===== config.mk =====
export PLATFORM = sky130hd
export DESIGN_NAME = alu_seq_ctrl
export DESIGN_NICKNAME = d
export VERILOG_FILES = /design/src/rtl/alu_seq_ctrl.sv
export SDC_FILE = /design/constraint.sdc
export NUM_CORES = 1
export LEC_CHECK = 0
export ABC_AREA = 1
export CAP_MARGIN = 20
export CORE_ASPECT_RATIO = 0.5
export CORE_UTILIZATION = 30
export DETAILED_ROUTE_END_ITERATION = 12
export PLACE_DENSITY = 0.56
export SKIP_CTS_REPAIR_TIMING = 1
export SLEW_MARGIN = 15
export SYNTH_ARGS = -nofsm -noshare
export SYNTH_HDL_FRONTEND = slang
export SYNTH_SLANG_ARGS = --single-unit

===== constraint.sdc =====
create_clock -name clk -period 7.9 [get_ports clk]
set_input_delay 1.58 -clock clk [delete_from_list [all_inputs] [get_ports clk]]
set_output_delay 1.58 -clock clk [all_outputs]
set_load 0.02 [all_outputs]

===== src/rtl/alu_seq_ctrl.sv =====
// Multi-cycle ALU sequencer: ADD/SUB/NEG through one shared adder with a
// conditional word inverter, unsigned MUL as WIDTH shift-add iterations.
module alu_seq_ctrl #(
   parameter int WIDTH = 17,
   parameter int CNT_W = 5
) (
   input  logic             clk,
   input  logic             rst_n,
   input  logic             start_valid,
   output logic             start_ready,
   input  logic [1:0]       op,
   input  logic [WIDTH-1:0] a,
   input  logic [WIDTH-1:0] b,
   output logic             res_valid,
   input  logic             res_ready,
   output logic [WIDTH-1:0] result,
   output logic [WIDTH-1:0] result_hi,
   output logic             carry,
   output logic             overflow,
   output logic             zero,
   output logic             busy
);

   typedef enum logic [1:0] {
      IDLE,
      PREP,
      EXEC,
      DONE
   } state_t;

   localparam logic [1:0] OP_ADD = 2'b00;
   localparam logic [1:0] OP_NEG = 2'b10;
   localparam logic [1:0] OP_MUL = 2'b11;
   localparam logic [CNT_W-1:0] CNT_LAST = CNT_W'(WIDTH - 1);

   state_t state_q, state_d;

   logic [CNT_W-1:0] cnt_q;
   logic [1:0]       op_q;
   logic [WIDTH-1:0] a_q;
   logic [WIDTH-1:0] b_q;

   logic [WIDTH-1:0] opa;
   logic [WIDTH-1:0] opb;
   logic [WIDTH-1:0] opbx;
   logic             inv;
   logic [WIDTH:0]   sum;
   logic [WIDTH-1:0] acc_lo_nx;
   logic [WIDTH-1:0] acc_hi_nx;
   logic             ovf_add;

   assign start_ready = (state_q == IDLE);
   assign res_valid   = (state_q == DONE);
   assign busy        = (state_q != IDLE);

   // result/result_hi double as the {acc_hi, acc_lo} shift register during MUL
   always_comb begin
      opa = a_q;
      opb = b_q;
      inv = 1'b0;
      unique case (1'b1)
         (state_q == EXEC): begin
            opa = result_hi;
            opb = result[0] ? a_q : '0;
         end
         (op_q == OP_NEG): begin
            opa = '0;
            opb = a_q;
            inv = 1'b1;
         end
         (op_q == OP_ADD): begin
            inv = 1'b0;
         end
         default: begin
            inv = 1'b1;
         end
      endcase
      opbx = opb ^ {WIDTH{inv}};
      sum  = {1'b0, opa} + {1'b0, opbx} + {{WIDTH{1'b0}}, inv};
      acc_hi_nx = sum[WIDTH:1];
      acc_lo_nx = {sum[0], result[WIDTH-1:1]};
      ovf_add = (opa[WIDTH-1] == opbx[WIDTH-1]) &&
                (sum[WIDTH-1] != opa[WIDTH-1]);
   end

   always_comb begin
      state_d = state_q;
      unique case (state_q)
         IDLE: if (start_valid) state_d = PREP;
         PREP: state_d = (op_q == OP_MUL) ? EXEC : DONE;
         EXEC: if (cnt_q == '0) state_d = DONE;
         DONE: if (res_ready) state_d = IDLE;
         default: state_d = IDLE;
      endcase
   end

   always_ff @(posedge clk) begin
      if (!rst_n) begin
         state_q   <= IDLE;
         cnt_q     <= '0;
         op_q      <= '0;
         a_q       <= '0;
         b_q       <= '0;
         result    <= '0;
         result_hi <= '0;
         carry     <= 1'b0;
         overflow  <= 1'b0;
         zero      <= 1'b0;
      end else begin
         state_q <= state_d;
         unique case (state_q)
            IDLE: begin
               if (start_valid) begin
                  op_q <= op;
                  a_q  <= a;
                  b_q  <= b;
               end
            end
            PREP: begin
               if (op_q == OP_MUL) begin
                  result    <= b_q;
                  result_hi <= '0;
                  cnt_q     <= CNT_LAST;
                  carry     <= 1'b0;
                  overflow  <= 1'b0;
                  zero      <= 1'b0;
               end else begin
                  result    <= sum[WIDTH-1:0];
                  result_hi <= '0;
                  carry     <= sum[WIDTH];
                  overflow  <= ovf_add;
                  zero      <= (sum[WIDTH-1:0] == '0);
               end
            end
            EXEC: begin
               result_hi <= acc_hi_nx;
               result    <= acc_lo_nx;
               if (cnt_q == '0) begin
                  overflow <= (acc_hi_nx != '0);
                  zero     <= (acc_hi_nx == '0) && (acc_lo_nx == '0);
               end else begin
                  cnt_q <= cnt_q - 1'b1;
               end
            end
            DONE: begin
            end
            default: begin
            end
         endcase
      end
   end

endmodule

==> run_results.csv, run 1 <==
group,metric,value,unit
outcome,outcome,"complete, no violations",
pwr,sw_frac_of_total,53.6,%
yosys,synth-compound-area-share,22.0,%
detailed_routing,vias,5178,
yosys,synthTopCellsByArea,"dfxtp_1 32%, nand2_1 12%, a21oi_1 7.1%",
yosys,synth_mux_area_share,0,%
place,portBuffers,79,
yosys,synth.largest_area_cell,"dfxtp_1",
yosys,syn_inst,734,
yosys,yosys.area.top_type_share,31.5,%
layout,synthToLayoutAreaGrowth,23.5,%
global_routing,antenna_found_initial,0,
global_routing,grt_pass1_vias,4743,
global_routing,grt.total_usage,20.9,%
pwr,p_seq_share,21.0,%
global_routing,grt_pass1_wl,27300,µm
yosys,synth_nets,797,
die,dieHeight,94.0,µm
setup_path,cp_data_arrival_time,4640,ps
setup_path,worst-r2r-setup-slack,3490,ps
place,dp_hpwl,13000,µm
hold_path,hp-start,"a_q[6]",
detailed_routing,routedWlPerCell,17.1,µm
yosys,synth_top_family_by_area,"simple AND/OR/NAND/NOR gates",
yosys,ys_seq_area_share,31.5,%
yosys,synthXorXnorAreaFrac,4.11,%
timing,rsz0062_at_grt,"false",
detailed_routing,ant_nets,0,
yosys,synth-edff-count,0,
timing,finalHoldViolations,0,
flow_run,maxCapViolations,0,
setup_path,endpoint,"overflow",
setup_path,startpoint,"state_q[0]",
yosys,synth_warnings,0,
yosys,synth_area,5080,µm²
pwr,total_power,2.86,mW
pwr,power.density,456,nW/µm²
yosys,yosysMostFrequentCell,"nand2_1",
setup_path,r2r_end,"overflow",
timing,min_period,4410,ps
setup_path,cp-end-kind,"register",
setup_path,crit_fanout,32,
die,die_x,186,µm
place,post-place-cells,1012,
layout,stdcell_count,1028,
detailed_routing,dr.first_iter.drc_count,347,
cts,insertion_delay,350,ps
setup_path,startpoint_type,"register",
yosys,synth-simple-area-share,27.1,%
pwr,combPwrFrac,65.0,%
yosys,synth_commonest_cells,"159 x nand2_1, 80 x dfxtp_1, 72 x a21oi_1, 70 x nor2_1, 69 x inv_1",
yosys,synth_seq_cells,80,
yosys,synth_flop_cell,"dfxtp_1",
layout,drive_gt1_share,6.99,%
cts,clkSinkCount,80,
timing,slew_viol_final,0,
timing,tightest_slew,1100,ps
timing,slew_headroom,26.7,%
yosys,avgSynthCellArea,6.92,µm²
cts,cts-buffers-inserted,9,
die,die_area,17500,µm²
timing,period_share,55.9,%
pwr,clkPwrFrac,14.0,%
detailed_routing,vias_per_cell,5.04,
setup_path,crit_required,8130,ps
pwr,p_int,1.33,mW
timing,whs,470,ps
pwr,ir_drop,204,µV
detailed_routing,drc,0,
timing,fmax,227,MHz
global_routing,grt_overflow,0,
detailed_routing,firstDrtPassIters,5,
cts,htreeDepth,3,
setup_path,worst-setup-path-type,"register to register",
timing,skew,10.7,ps
cts,clockBufferDepth,2,
pwr,p_leak,2.58,nW
detailed_routing,wirelength,17600,µm
timing,setup_viol,0,
die,rows,33,
setup_path,r2r-start,"state_q[0]",
timing,tns,0,ps
pwr,power.switching,1.54,mW
die,initial_core_util,30.8,%
yosys,synth_fa_ha_area_share,5.81,%
yosys,synthArstFlopShare,0,%
cts,cts_tree,"done",
layout,insertedDiodeCount,0,
yosys,ys_types,50,
place,place_congestion,0.914,
die,io_pins,80,
global_routing,grt_start_max_net_pins,58,
layout,fin_nets,859,
cts,cts_root_buf,"clkbuf_16",
die,core_area,16500,µm²
cts,cts.clk_slew.worst_paths,70,ps
hold_path,hold_class,"register to register",
setup_path,reg2reg_depth,26,
[cell usage in the layout, fill, tap and decap left out, types with 3 or more instances in the layout]
master,count
inv_1,69
a21oi_1,72
clkinv_1,3
a31oi_1,7
nand2_2,11
o21ai_0,68
clkdlybuf4s50_1,79
nor4_1,4
nor2_1,70
o22ai_1,6
nor3_1,6
xnor2_1,3
a22oi_1,10
a21o_1,3
o211ai_1,9
buf_4,5
nand3_1,29
nand2_4,9
nand4_1,5
a21oi_2,4
dfxtp_1,80
o21ai_1,4
inv_6,3
clkbuf_16,9
a22o_1,3
xor2_1,19
nand2_1,158
nand3_2,3
ha_1,22
o221ai_1,4
[power groups by stage]
stage	logic [mW]	registers [mW]	clock network (mW)
6_report	1.86	0.600	0.401
5_1_grt	2.06	0.610	0.422
3_5_place_dp	1.82	0.606	0
3_3_place_gp	1.83	0.606	0
2_1_floorplan	1.27	0.613	0
4_1_cts	1.84	0.597	0.409
[worst max-delay path: stages, from the launching register on]
cell,delay [ps]
dfxtp_1,400
inv_1,80
ha_1,190
buf_4,250
inv_4,320
nand2_4,240
inv_1,480
nand2_1,90
o21ai_0,120
xor2_1,140
fa_1,490
inv_1,80
nand3_1,80
nand2_2,110
nand3_1,100
nand2_2,120
nand2_1,100
nand2_1,80
nand2_1,50
nand2_1,130
nand3_1,100
nor2_1,160
nand2_1,60
nor2_1,100
nand3_1,80
nand2_1,70
a21oi_2,50
[through the flow]
stage	setup WS (ps)	util (%)	cell area [µm²]
floorplan	4740	-	5080
global placement	3640	36.4	6000
detailed placement	3540	36.4	6000
CTS	3510	38.1	6280
global route	3060	38.1	6280
finish	3490	38.1	6280
[worst min-delay path by stage]
stage,to,slack (ps),cells past startpoint
detailed placement,a_q[6],460,2
global placement,cnt_q[0],460,2
floorplan,a_q[5],440,2
CTS,a_q[6],470,2
global route,a_q[6],500,2
finish,a_q[6],470,2
[logic make-up after synthesis]
group,count (synthesis)
compound gates,197
xor+xnor,23
fa+ha+maj,23
buf+inv,107
flops,80
simple gates,304
[per-layer routing]
layer / global-route usage (%) / vias to the layer above / share of wire, %
li1: - / 2567 / -
met1: 32.1 / 2397 / 52
met2: 28.8 / 199 / 38
met3: 5.00 / 15 / 8.8
met4: 3.62 / 0 / 0.77
met5: 0 / - / 0
[sequential cells by signal (all words and copies together), names as in the netlist]
| register | cells |
|---|---|
| a_q | 17 |
| b_q | 17 |
| carry | 1 |
| cnt_q | 5 |
| op_q | 2 |
| overflow | 1 |
| result | 17 |
| result_hi | 17 |
| state_q | 2 |
| zero | 1 |
[layout make-up]
class,count,area (µm²)
fill,1769,10200
multi-input combinational,547,3000
sequential,80,1600
timing repair buffer,84,828
tap,227,284
inverter,74,280
clock buffer,10,229
clock inverter,6,51.3
Note: power is estimated with default switching activity, not from simulation.
==> inputs of run 2 (changes only) <==
==> constraint.sdc (replaced) <==
create_clock -name clk -period 4.2 [get_ports clk]
set_input_delay 0.84 -clock clk [delete_from_list [all_inputs] [get_ports clk]]
set_output_delay 0.84 -clock clk [all_outputs]
set_load 0.02 [all_outputs]
==> run 2 against run 1 <==
Core utilization increased by 0.46 points. Largest power group unchanged. Combinational power up 94%. Hold slack got worse by 8.1 ps. Critical endpoint is now zero. Clock skew decreased by 0.81 ps. Maximum frequency rose by 12%.
==> run_results.csv, run 2 (synthesis results as in run 1) <==
group,metric,value,unit
global_routing,grt_start_max_net_pins,52,
die,dieHeight,94.0,µm
timing,skew,9.89,ps
detailed_routing,dr.first_iter.drc_count,427,
hold_path,hold_class,"register to register",
detailed_routing,wirelength,17900,µm
flow_run,maxCapViolations,0,
layout,synthToLayoutAreaGrowth,25.0,%
place,portBuffers,79,
timing,whs,462,ps
detailed_routing,vias,5181,
timing,period_share,93.9,%
die,die_x,186,µm
global_routing,grt_overflow,0,
setup_path,crit_required,4490,ps
detailed_routing,routedWlPerCell,17.3,µm
detailed_routing,vias_per_cell,5.02,
die,io_pins,80,
setup_path,worst-setup-path-type,"register to register",
setup_path,cp-end-kind,"register",
layout,insertedDiodeCount,0,
setup_path,crit_fanout,10,
setup_path,cp_data_arrival_time,4230,ps
place,place_congestion,0.930,
timing,fmax,254,MHz
place,dp_hpwl,13700,µm
layout,drive_gt1_share,7.58,%
layout,final_cell_mix,"158 x nand2_1, 80 x dfxtp_1, 79 x clkdlybuf4s50_1",
setup_path,startpoint_type,"register",
die,core_area,16500,µm²
cts,htreeDepth,3,
pwr,p_leak,2.62,nW
timing,setup_viol,0,
timing,slew_headroom,40.4,%
timing,rsz0062_at_grt,"false",
detailed_routing,firstDrtPassIters,5,
timing,tightest_slew,892,ps
cts,insertion_delay,350,ps
pwr,power.density,882,nW/µm²
global_routing,grt_pass1_vias,4708,
cts,clkSinkCount,80,
layout,layout_commonest_cell,"nand2_1",
global_routing,grt_pass1_wl,27400,µm
pwr,ir_drop,307,µV
timing,min_period,3940,ps
die,die_area,17500,µm²
timing,tns,0,ps
outcome,outcome,"complete, no violations",
detailed_routing,drc,0,
cts,cts.clk_slew.worst_paths,70,ps
detailed_routing,ant_nets,0,
global_routing,grt.total_usage,21.1,%
cts,clockBufferDepth,2,
timing,slew_viol_final,0,
die,rows,33,
cts,cts-buffers-inserted,9,
cts,cts_tree,"done",
cts,cts_root_buf,"clkbuf_16",
layout,fin_nets,864,
global_routing,antenna_found_initial,0,
die,initial_core_util,30.8,%
layout,num-fill-cells,1750,
timing,finalHoldViolations,0,
[run 2: cell types whose count changed in the layout (fill, tap and decap cells not counted), sizes merged]
cell / before / now
clkinv: 5 / 3
buf: 5 / 10
inv: 74 / 73
clkbuf: 10 / 9
bufinv: 0 / 2
clkinvlp: 1 / 2
[run 2: where the power goes]
group | switching (mW) | internal, mW
sequential | 0.183 | 0.951
clock | 0.349 | 0.522
combinational | 2.41 | 1.19
[run 2: path summary, 6_finish.rpt]
path | start | end | slack (ps) | cells after the start
max | state_q[0] | zero | 260 | 21
max reg2reg | state_q[0] | zero | 260 | 21
min | a_q[5] | a_q[5] | 460 | 2
min reg2reg | a_q[5] | a_q[5] | 460 | 2
[run 2: worst max-delay path: stages, from the launching register on]
cell     delay [ps]
dfxtp_1         400
inv_1            90
ha_1            350
inv_4           130
nand2_4          50
inv_1           320
buf_4           220
a22oi_1          80
xor2_1          160
ha_1            430
nand2_1         140
nor3_1          310
nand3_1         160
nand2_1         120
nand2_1          60
nand2_1         160
nand4_1         190
nor2_1          130
nand2_1          60
nand2_1          60
nand2_1         110
a21oi_2         150
[run 2: final cells by class]
cell class	instances	area [µm²]	share of cell area [%]
flip-flops and latches	80	1600	25.2
repair buffers	89	866	13.6
inverters	74	280	4.41
well taps	227	284	4.47
multi-input cells	547	3000	47.3
clock buffers	9	225	3.55
clock inverters	6	92.6	1.46
[run 2: through the flow]
| step | cells | util (%) | cell area, µm² | power (mW) | setup WS (ps) |
|---|---|---|---|---|---|
| after floorplan | 734 | - | 5080 | 3.55 | 1040 |
| after global placement | 1017 | 36.6 | 6030 | 4.66 | 430 |
| after detailed placement | 1017 | 36.6 | 6030 | 4.66 | 362 |
| after CTS | 1032 | 38.6 | 6350 | 5.55 | 341 |
| after global routing | 1032 | 38.6 | 6350 | 6.01 | 25.5 |
| final | 1032 | 38.6 | 6350 | 5.60 | 256 |
[run 2: routing by layer]
metal	track usage, %	share of wire, %
met4	4.23	0.66
met2	28.7	39
met5	0	0
met1	33.6	54
met3	3.02	6.5
==> inputs of run 3 (changes only) <==
--- a/config.mk
+++ b/config.mk
@@ -10,7 +10,7 @@
 export CORE_ASPECT_RATIO = 0.5
 export CORE_UTILIZATION = 30
 export DETAILED_ROUTE_END_ITERATION = 12
-export PLACE_DENSITY = 0.56
+export PLACE_DENSITY = 0.57
 export SKIP_CTS_REPAIR_TIMING = 1
 export SLEW_MARGIN = 15
 export SYNTH_ARGS = -nofsm -noshare
==> constraint.sdc (replaced) <==
create_clock -name clk -period 3.4 [get_ports clk]
set_input_delay 0.68 -clock clk [delete_from_list [all_inputs] [get_ports clk]]
set_output_delay 0.68 -clock clk [all_outputs]
set_load 0.02 [all_outputs]
==> run 3 against run 2 <==
Sequential share of layout area decreased by 1.0 points. Global-route usage decreased by 0.31 points. Combinational power increased by 34%. Clock skew increased by 0.81 ps. Clock power increased by 13%. Flip-flop and latch count unchanged. Final area increased by 4.2%. First-iteration DRC count decreased by 5.2%. Sequential power increased by 24%. Register-to-register slack improved by 50 ps. Critical path type unchanged. Critical endpoint unchanged. Highest routed layer unchanged.
==> run_results.csv, run 3 (synthesis results as in run 1) <==
group,metric,value,unit
outcome,outcome,"complete, no violations",
setup_path,r2r_end,"zero",
layout,drive_gt1_share,12.4,%
global_routing,grt_pass1_wl,27300,µm
die,die_x,186,µm
setup_path,timing.critical_path.mode_cell,"nand2_1",
die,dieHeight,94.0,µm
detailed_routing,ant_nets,0,
timing,tns,0,ps
setup_path,reg2reg_depth,23,
timing,slew_headroom,55.5,%
cts,cts_root_buf,"clkbuf_16",
layout,fin_nets,887,
setup_path,cpLargestDelayFamily,"simple AND/OR/NAND/NOR gates",
place,place_congestion,0.947,
setup_path,crit_slowest_cell,"ha_1",
timing,skew,10.7,ps
layout,insertedDiodeCount,0,
cts,clockBufferDepth,2,
pwr,total_power,7.19,mW
global_routing,grt_overflow,0,
die,rows,33,
hold_path,min_to,"cnt_q[0]",
cts,cts-buffers-inserted,9,
detailed_routing,wl_met2,6850,µm
global_routing,grt.total_usage,20.8,%
setup_path,startpoint_type,"register",
die,io_pins,80,
place,portBuffers,79,
timing,rsz0062_at_grt,"false",
hold_path,hp-start,"cnt_q[0]",
timing,slew_viol_final,0,
cts,htreeDepth,3,
flow_run,maxCapViolations,0,
global_routing,antenna_found_initial,0,
detailed_routing,m1WireLength,9440,µm
setup_path,cp-end-kind,"register",
timing,min_period,3100,ps
cts,clkSinkCount,80,
layout,num-fill-cells,1749,
global_routing,grt_start_max_net_pins,41,
layout,multi_input_area,3080,µm²
pwr,p_leak,2.74,nW
layout,final_cell_mix,"155 x nand2_1, 79 x dfxtp_1, 79 x clkdlybuf4s50_1",
hold_path,worstHoldPathCells,2,
setup_path,max_stage_delay,370,ps
setup_path,path_cells,"inv_1 > ha_4 > nand2_1 > nand2_4 > inv_2 > buf_4 > o22ai_1 > xor2_1 > ha_1 > nand3_1 > nand2_2 > nand3_2 > nand2_2 > nand3_1 > nand2_1 > nand2_1 > nand2_2 > nand4_1 > nor2_1 > nand2_1 > nand2_1 > nand2_1 > a21oi_2",
setup_path,path_buf_inv,3,
timing,fmax,323,MHz
detailed_routing,wl_met3,1190,µm
die,initial_core_util,30.8,%
layout,synthToLayoutAreaGrowth,30.2,%
layout,register_area,1600,µm²
detailed_routing,wirelength,17700,µm
detailed_routing,routedWlPerCell,16.7,µm
pwr,ir_drop,382,µV
timing,tightest_slew,666,ps
cts,cts.clk_slew.worst_paths,70,ps
layout,layout_commonest_cell,"nand2_1",
timing,setup_viol,0,
detailed_routing,dr.first_iter.drc_count,405,
timing,period_share,91.1,%
setup_path,worst-setup-path-type,"register to register",
setup_path,r2r-start,"state_q[0]",
place,dp_hpwl,13700,µm
setup_path,worst-r2r-setup-slack,300,ps
die,core_area,16500,µm²
detailed_routing,vias,5206,
detailed_routing,drc,0,
setup_path,crit_required,3680,ps
cts,cts_tree,"done",
timing,finalHoldViolations,0,
setup_path,cp_data_arrival_time,3380,ps
cts,insertion_delay,350,ps
hold_path,hold_class,"register to register",
die,die_area,17500,µm²
detailed_routing,firstDrtPassIters,5,
detailed_routing,vias_per_cell,4.93,
global_routing,grt_pass1_vias,4845,
pwr,power.density,1090,nW/µm²
setup_path,crit_fanout,5,
detailed_routing,maxUsedRoutingLayer,"met4",
==> run 3: changes by cell type in the layout (fill, tap and decap cells not counted), sizes merged <==
cell	before	now
buf	10	33
bufinv	2	0
clkinv	3	2
clkinvlp	2	1
clkbuf	9	10
inv	73	77
==> run 3: worst min-delay path, delay by kind of cell (launching register included) <==
family | cells | cell delay, ps
flops | 1 | 310
simple gates | 1 | 60
compound gates | 1 | 60
==> run 3: area by class of cell <==
cell class                      count  area share (%)
Inverter                           74            4.37
Sequential cell                    80            24.2
Multi-Input combinational cell    547            46.5
Timing Repair Buffer              112            16.2
Clock buffer                       10            3.61
Tap cell                          227            4.29
Clock inverter                      6           0.832
==> run 3: through the flow <==
step           hold slack (ps)  utilization [%]  instances  area [µm²]  setup slack (ps)
6_report                   467             40.2       1056        6620               304
5_1_grt                    504             40.2       1056        6620              3.00
4_1_cts                    470             39.3       1052        6470              32.3
3_5_place_dp               459             37.5       1036        6180              65.4
3_3_place_gp               456             37.5       1036        6180              71.5
2_1_floorplan              439                -        734        5080               239
==> run 3: power by group <==
part | switching (mW) | internal (mW)
clock network | 0.446 | 0.534
registers | 0.223 | 1.17
logic | 3.05 | 1.77
total | 3.72 | 3.48
==> run 3: how the worst max path moves through the flow <==
stage / start / endpoint / cells past startpoint / slack, ps
3_5_place_dp: state_q[1] / zero / 23 / 70
4_1_cts: state_q[1] / overflow / 24 / 30
6_report: state_q[0] / zero / 23 / 300
3_3_place_gp: state_q[0] / zero / 24 / 70
5_1_grt: state_q[0] / zero / 23 / 3
2_1_floorplan: state_q[0] / overflow / 23 / 240
==> run 3: metal layers <==
| metal | GRT usage [%] | vias up |
|---|---|---|
| li1 | - | 2629 |
| met1 | 32.9 | 2398 |
| met2 | 28.5 | 165 |
| met3 | 2.98 | 14 |
| met4 | 4.64 | 0 |
| met5 | 0 | - |
